--- src/rtl/seq_alu_pkg.sv ---
// seq_alu_pkg: ALU control codes, FSM state type and shift-op helper for seq_alu.
package seq_alu_pkg;
  localparam logic [3:0] CTL_AND  = 4'b0000;
  localparam logic [3:0] CTL_OR   = 4'b0001;
  localparam logic [3:0] CTL_ADD  = 4'b0010;
  localparam logic [3:0] CTL_XOR  = 4'b0011;
  localparam logic [3:0] CTL_NOR  = 4'b0100;
  localparam logic [3:0] CTL_SLTU = 4'b0101;
  localparam logic [3:0] CTL_SUB  = 4'b0110;
  localparam logic [3:0] CTL_SLT  = 4'b0111;
  localparam logic [3:0] CTL_SLL  = 4'b1000;
  localparam logic [3:0] CTL_SRL  = 4'b1001;
  localparam logic [3:0] CTL_SRA  = 4'b1011;

  typedef enum logic [1:0] {IDLE, SHIFT, DONE} alu_state_t;

  function automatic logic is_shift(input logic [3:0] c);
    return c == CTL_SLL || c == CTL_SRL || c == CTL_SRA;
  endfunction
endpackage

--- src/rtl/seq_alu_core.sv ---
// alu_core: single-cycle combinational logic/arithmetic ops; shifts and unknown codes give 0.
module alu_core
  import seq_alu_pkg::*;
#(
  parameter int WIDTH = 32
) (
  input  logic [3:0]       ctl,
  input  logic [WIDTH-1:0] a,
  input  logic [WIDTH-1:0] b,
  output logic [WIDTH-1:0] y
);
  always_comb
    y = ctl == CTL_AND  ? a & b :
        ctl == CTL_OR   ? a | b :
        ctl == CTL_ADD  ? a + b :
        ctl == CTL_XOR  ? a ^ b :
        ctl == CTL_NOR  ? ~(a | b) :
        ctl == CTL_SLTU ? WIDTH'(a < b) :
        ctl == CTL_SUB  ? a - b :
        ctl == CTL_SLT  ? WIDTH'($signed(a) < $signed(b)) : '0;
endmodule

--- src/rtl/seq_alu.sv ---
// seq_alu: valid/ready multi-cycle EX unit; iterative 1-bit/cycle shifter, or a
// single-cycle barrel shifter when SEQ_ALU_BARREL_EN is defined.
module seq_alu
  import seq_alu_pkg::*;
#(
  parameter int WIDTH = 32,
  parameter int SHW   = $clog2(WIDTH)
) (
  input  logic             clk,
  input  logic             rst,
  input  logic             in_valid,
  output logic             in_ready,
  input  logic [3:0]       Ctl,
  input  logic [WIDTH-1:0] A,
  input  logic [WIDTH-1:0] B,
  input  logic [SHW-1:0]   Shamt,
  output logic             out_valid,
  input  logic             out_ready,
  output logic [WIDTH-1:0] Result,
  output logic             Zero
);
  alu_state_t state, state_n;
  logic [WIDTH-1:0] core_y, res_n;
  logic accept;

  alu_core #(.WIDTH(WIDTH)) u_core (.ctl(Ctl), .a(A), .b(B), .y(core_y));

  assign in_ready  = state == IDLE;
  assign out_valid = state == DONE;
  assign accept    = in_valid && in_ready;

  always_ff @(posedge clk or posedge rst)
    if (rst) state <= IDLE;
    else     state <= state_n;

`ifdef SEQ_ALU_BARREL_EN
  logic signed [WIDTH-1:0] sra_v;
  assign sra_v = $signed(B) >>> Shamt;
  always_comb
    res_n = Ctl == CTL_SLL ? B << Shamt :
            Ctl == CTL_SRL ? B >> Shamt :
            Ctl == CTL_SRA ? sra_v : core_y;
  always_comb
    state_n = state == IDLE ? (accept ? DONE : IDLE) :
              state == DONE ? (out_ready ? IDLE : DONE) : IDLE;
  always_ff @(posedge clk or posedge rst)
    if (rst) begin
      Result <= '0;
      Zero   <= 1'b0;
    end else if (accept) begin
      Result <= res_n;
      Zero   <= res_n == '0;
    end
`else
  logic [WIDTH-1:0] work, work_n;
  logic [SHW-1:0] cnt;
  logic [3:0] sctl;
  logic start_shift;
  assign start_shift = accept && is_shift(Ctl) && Shamt != '0;
  // a zero-amount shift passes B straight through with single-cycle latency
  always_comb res_n = is_shift(Ctl) ? B : core_y;
  always_comb
    work_n = sctl == CTL_SLL ? {work[WIDTH-2:0], 1'b0} :
             sctl == CTL_SRA ? {work[WIDTH-1], work[WIDTH-1:1]} :
                               {1'b0, work[WIDTH-1:1]};
  always_comb
    state_n = state == IDLE  ? (start_shift ? SHIFT : accept ? DONE : IDLE) :
              state == SHIFT ? (cnt == SHW'(1) ? DONE : SHIFT) :
                               (out_ready ? IDLE : DONE);
  always_ff @(posedge clk or posedge rst)
    if (rst) begin
      Result <= '0;
      Zero   <= 1'b0;
      work   <= '0;
      cnt    <= '0;
      sctl   <= '0;
    end else if (start_shift) begin
      work <= B;
      cnt  <= Shamt;
      sctl <= Ctl;
    end else if (accept) begin
      Result <= res_n;
      Zero   <= res_n == '0;
    end else if (state == SHIFT) begin
      work <= work_n;
      cnt  <= cnt - SHW'(1);
      if (cnt == SHW'(1)) begin
        Result <= work_n;
        Zero   <= work_n == '0;
      end
    end
`endif
endmodule

--- config.mk ---
export PLATFORM = sky130hd
export DESIGN_NAME = seq_alu
export DESIGN_NICKNAME = d
export VERILOG_FILES = /design/src/rtl/seq_alu_pkg.sv /design/src/rtl/seq_alu_core.sv /design/src/rtl/seq_alu.sv
export SDC_FILE = /design/constraint.sdc
export NUM_CORES = 1
export LEC_CHECK = 0
export BUFFER_PORTS_ARGS = -buffer_cell sky130_fd_sc_hd__buf_2
export CORE_UTILIZATION = 35
export CTS_CLUSTER_SIZE = 25
export DETAILED_ROUTE_END_ITERATION = 6
export PLACE_DENSITY_LB_ADDON = 0.15
export SYNTH_ARGS = -nofsm -noshare
export SYNTH_HDL_FRONTEND = slang
export SYNTH_SLANG_ARGS = --single-unit
--- constraint.sdc ---
create_clock -name clk -period 8.5 [get_ports clk]
set_input_delay 0.85 -clock clk [delete_from_list [all_inputs] [get_ports clk]]
set_output_delay 0.85 -clock clk [all_outputs]
set_load 0.005 [all_outputs]
Word level (Yosys, flattened, before mapping). Cells that the tools add are included.

Bits in registers: 76. Input bits: 77. Output and inout port bits: 35. Word-level logic and storage cells: 76.

Add/sub/neg operators: 3. Magnitude comparators: 2. Eq/ne operators: 16. Multiplexer cells: 29. Bitwise logic cells: 5. Reduce and logical (&&, ||, !) cells: 15.

Operators by type and width (number): $mux 32 (16); $logic_not 32->1 (2); $lt 32x32->1 (2); $add 32x32->32 (1); $and 32x32->32 (1); $not 32->32 (1); $or 32x32->32 (1); $sub 32x32->32 (1); $xor 32x32->32 (1); $eq 4x4->1 const B (5); $eq 4x3->1 const B (4); $mux 5 (3); $mux 2 (6); $eq 4x2->1 const B (2); $reduce_bool 2->1 (3); $eq 5x1->1 const B (1); $reduce_bool 5->1 (1); $sub 5x1->5 const B (1); $eq 4x1->1 const B (1); $logic_not 4->1 (1); $mux 1 (4); $logic_and 1x1->1 (3); $reduce_and 3->1 (1); $eq 2x1->1 const B (1); other kinds (6) (7).

Logic depth before layout (Yosys ltp).
Depth after elaboration: 12. Mapped depth: 14. Mapped depth without buffers: 14.

By module. Synthesis repeated with hierarchy kept, for this count alone.

Cells, all modules: 1278. Area, all modules: 10062.2 sq um.

Modules (own cells, without submodules): alu_core (instances 1, cells each 880, area an instance 5591.6 sq um, sequential area each 0.0 sq um); seq_alu (instances 1, cells each 398, area an instance 4470.5 sq um, sequential area each 1901.8 sq um).

Worst setup path after synthesis. Ideal clock, no wire load.

Path kind: input to register. Start: in A[0]. End: reg Zero. Library setup time: 0.104 ns. Arrival: 4.132 ns. Data required time: 8.396 ns. Slack: 4.265 ns. Stages on the path: 13. Buffers on the path: 0. Path through: ha_1 > fa_1 > a211oi_4 > nor3_2 > o2111ai_2 > and2_1 > o221a_1 > xnor2_1 > a221o_1 > a211o_1 > or4_1 > or4_1 > o41ai_2.

Word-level cells in the longest chain between the ends: 12. Elaborated cells between the ends (all ways): 19. Those cells by class: 2 x add/sub; 2 x order compare; 10 x mux; 4 x bitwise; 1 x reduce/logical.

Ends and longest elaborated chain: start: declaration (line seq_alu.sv:14) `input logic [WIDTH-1:0] A,`; $lt 32x32->1 (line seq_alu_core.sv:20) `ctl == CTL_SLT ? WIDTH'($signed(a) < $signed(b)) : '0;`; $mux 1 (line seq_alu_core.sv:20); $mux 32 (line seq_alu_core.sv:19) `ctl == CTL_SUB ? a - b :`; $mux 32 (line seq_alu_core.sv:18) `ctl == CTL_SLTU ? WIDTH'(a < b) :`; $mux 32 (line seq_alu_core.sv:17) `ctl == CTL_NOR ? ~(a | b) :`; $mux 32 (line seq_alu_core.sv:16) `ctl == CTL_XOR ? a ^ b :`; $mux 32 (line seq_alu_core.sv:15) `ctl == CTL_ADD ? a + b :`; $mux 32 (line seq_alu_core.sv:14) `ctl == CTL_OR ? a | b :`; $mux 32 * (line seq_alu_core.sv:13) `y = ctl == CTL_AND ? a & b :`; $mux 32 * (line seq_alu.sv:61) `always_comb res_n = is_shift(Ctl) ? B : core_y;`; $logic_not 32->1 * (line seq_alu.sv:83) `Zero <= res_n == '0;`; $mux 1 * (line seq_alu.sv:81) `end else if (accept) begin`; end signal: assignment (line seq_alu.sv:73) `Zero <= 1'b0;`; end signal: assignment (line seq_alu.sv:83); end signal: assignment (line seq_alu.sv:89) `Zero <= work_n == '0;`; end: declaration (line seq_alu.sv:20) `output logic Zero`.

Mark *: on every way between the ends. The rest lies on a longest branch, timed or not. A chain may end at the register's enable or synchronous reset.

Final worst setup path.
Start: in Ctl[3]. End: reg Zero.

Word-level cells in the longest chain between the ends: 12. Elaborated cells between the ends (all ways): 28. Those cells by class: 10 x eq/ne; 10 x mux; 1 x bitwise; 7 x reduce/logical.

Ends and longest elaborated chain: start: declaration (line seq_alu.sv:13) `input logic [3:0] Ctl,`; $eq 4x3->1 (line seq_alu_core.sv:20); $mux 1 (line seq_alu_core.sv:20); $mux 32 (line seq_alu_core.sv:19); $mux 32 (line seq_alu_core.sv:18); $mux 32 (line seq_alu_core.sv:17); $mux 32 (line seq_alu_core.sv:16); $mux 32 (line seq_alu_core.sv:15); $mux 32 (line seq_alu_core.sv:14); $mux 32 (line seq_alu_core.sv:13); $mux 32 (line seq_alu.sv:61); $logic_not 32->1 (line seq_alu.sv:83); $mux 1 (line seq_alu.sv:81).

Several ways; a longest one is shown, not always the timed one.

==> impl_metrics.toml <==
[logic_synthesis]
yosysWarnings = 0
avgSynthCellArea_um2 = 7.31
synthTopCellsByArea = "dfrtp_1, ha_1, a21oi_1"
synth_edf_count = 0
synthArstFlopShare = 1.00
synth.distinct_cells = 84
yosysTopAreaCell = "dfrtp_1"
synthesis.nets = 1519
synth_common_cells = "nand2_1, a21oi_1, nor2_1"
synthFlopType = "dfrtp_1"
syn_area_um2 = 9810
ys_seq_area_frac = 0.194
netlist.area_leader.share = 0.194
yosysMostFrequentCell = "nand2_1"
synth_cells = 1342
synth.ff_latch_count = 76

[timing]
period_needed_ns = 5.29
rsz0062_at_grt = "no"
setup_tns_ns = 0
setup_slack_ns = 3.21
setup_violations = 0
hold_violations = 0
maxSlewHeadroom = 0.102
report.final.slew_viol_count = 0
tightest_slew_ns = 1.34
max_freq_ghz = 0.189
skew_ns = 0.00725
finalCritPeriodShare = 0.622

[routing]
wirelength_um = 43300
wl_per_cell_um = 24.5
drt_first_pass_iters = 6
vias = 10900
ant_nets = 0
drt_iter0_drc = 1173
viasPerCell = 6.14
post-route-drc-count = 0

[clock_network]
ctsResizeCount = 0
numClockSinks = 76
clk_path_buf_depth = 2
clk_pin_slew_ns = 0.06
cts-root-buf = "clkbuf_16"
clkLatencyLatePin_ns = 0.33
numCtsBuffers = 9
cts_hold_buf = 0
cts_setup_buffers = 0
cts_tree = "yes"
cts_htree_levels = 3

[cells_and_area]
antennaDiodeCount = 0
fillers = 2938
fin_nets = 1571
area_delta_synth_final_pct = 11.1
drive_above_1_share = 0.131
final_util = 0.400
fin_area_um2 = 10900

[global_routing]
antenna_found_initial = 0
grt_max_degree = 77
overflow = 0
grt_pass1_vias = 10300
track_usage = 0.299
grt_pass1_wl_um = 64600

[placed_design]
place_congestion = 1.01
pre_cts_slack_ns = 2.97
place_area_um2 = 10600
hpwlAfterDp_um = 32600
portBuffers = 111

[critical_path]
worst-path-max-fanout = 31
crit_type = "in2reg"
crit_arrival_ns = 5.52
crit_slowest_cell = "a211oi_1"
max_stage_delay_ns = 0.64
worst-endpoint-required_ns = 8.73
endpoint_kind = "flip-flop"
critPathLaunchType = "input pin"
critical_path.cell_chain = "buf_2, nor2_1, and3_1, buf_4, and4_1, o31a_1, a211oi_1, nand4_1, nor4_2, nand4_1, or4_1, or4_1, o41ai_2"

[pwr]
clkPwrFrac = 0.156
p_per_area_nw_per_um2 = 206
cellLeakagePower_nw = 4.83
swShare = 0.474
total_power_mw = 2.25
irDropWorstVdd_uv = 117
share_comb_of_total_power = 0.555
p_seq_frac = 0.289
p_switching_mw = 1.07
power.internal_mw = 1.18

[floorplanning]
io_pins = 112
dieArea_um2 = 28700
die_w_um = 169
initial_utilization = 0.360
die_h_um = 169
fp-row-count = 60
core_area_um2 = 27300

[min_path]
hp-class = "reg2reg"

[flow_run]
max-cap-violations = 0

[run_status]
outcome = "finished, final reports clean"
[cells by family (layout without fill, tap and decap cells)]
| family | Yosys count | in the layout | synth area share |
|---|---|---|---|
| xor+xnor | 32 | 32 | 0.0286 |
| simple gates | 427 | 427 | 0.204 |
| compound gates | 466 | 466 | 0.316 |
| flops | 76 | 76 | 0.194 |
| mux | 50 | 50 | 0.0520 |
| buf+inv | 191 | 248 | 0.0766 |
| fa+ha+maj | 100 | 100 | 0.129 |
[state kept, by name, summed over array words and instances (netlist names)]
name and cells:
Result 32, Zero 1, cnt 5, sctl 4
state 2, work 32
[power groups by stage]
stage | clock [mW] | combinational, mW | sequential [mW]
global placement | 0 | 1.22 | 0.651
finish | 0.350 | 1.25 | 0.650
global route | 0.372 | 1.35 | 0.668
CTS | 0.356 | 1.23 | 0.649
floorplan | 0 | 0.797 | 0.624
detailed placement | 0 | 1.22 | 0.653
[cell usage in the layout, fill, tap and decap left out, types with 13 or more instances in the layout]
cell type / instances
buf_2: 111
nand2b_1: 18
nor3_1: 24
buf_4: 18
nand2_1: 140
o22ai_1: 13
xnor2_1: 26
o21ai_0: 100
mux2i_1: 42
o221ai_1: 25
nor2_1: 128
dfrtp_1: 76
ha_1: 98
inv_1: 98
nor2b_1: 14
nand4_1: 15
nand3_1: 23
a221o_1: 13
a22oi_1: 21
a211oi_1: 14
a21oi_1: 132
[stage by stage]
stage	cells	hold slack (ns)
after floorplan	1342	0.436
after global placement	1755	0.454
after detailed placement	1755	0.459
after CTS	1771	0.478
after global routing	1771	0.497
final	1771	0.472
[worst max-delay path: cells and delay by family]
family | cells | cell delay (ns)
AND/OR/NAND/NOR | 8 | 2.65
buffers and inverters | 2 | 0.85
AO/OA/AOI/OAI | 3 | 1.15
[cell type report]
| cell class | count | area (um2) | area share |
|---|---|---|---|
| clock buffer | 10 | 229 | 0.0210 |
| clock inverter | 6 | 41.3 | 0.00379 |
| inverter | 103 | 388 | 0.0356 |
| timing repair buffer | 129 | 691 | 0.0633 |
| sequential | 76 | 1900 | 0.174 |
| tap | 372 | 465 | 0.0427 |
| multi-input combinational | 1075 | 7190 | 0.659 |
[per-layer routing]
metal	GRT usage	up-vias	share of wire
li1	-	4964	-
met1	0.401	5217	0.43
met2	0.476	572	0.45
met3	0.0354	118	0.075
met4	0.142	0	0.052
met5	0	-	0
[path summary, 6_finish.rpt]
check,startpoint,to,slack [ns],cells after the start
max,Ctl[3],Zero,3.21,13
min,Result[29],Result[29],0.47,2
max reg2reg,state[0],Zero,4.18,13
min reg2reg,Result[29],Result[29],0.47,2
max in group asynchronous,rst,work[23],7.02,3
min in group asynchronous,rst,Result[6],0.82,3
No activity file was read; power rests on OpenSTA's default activity.
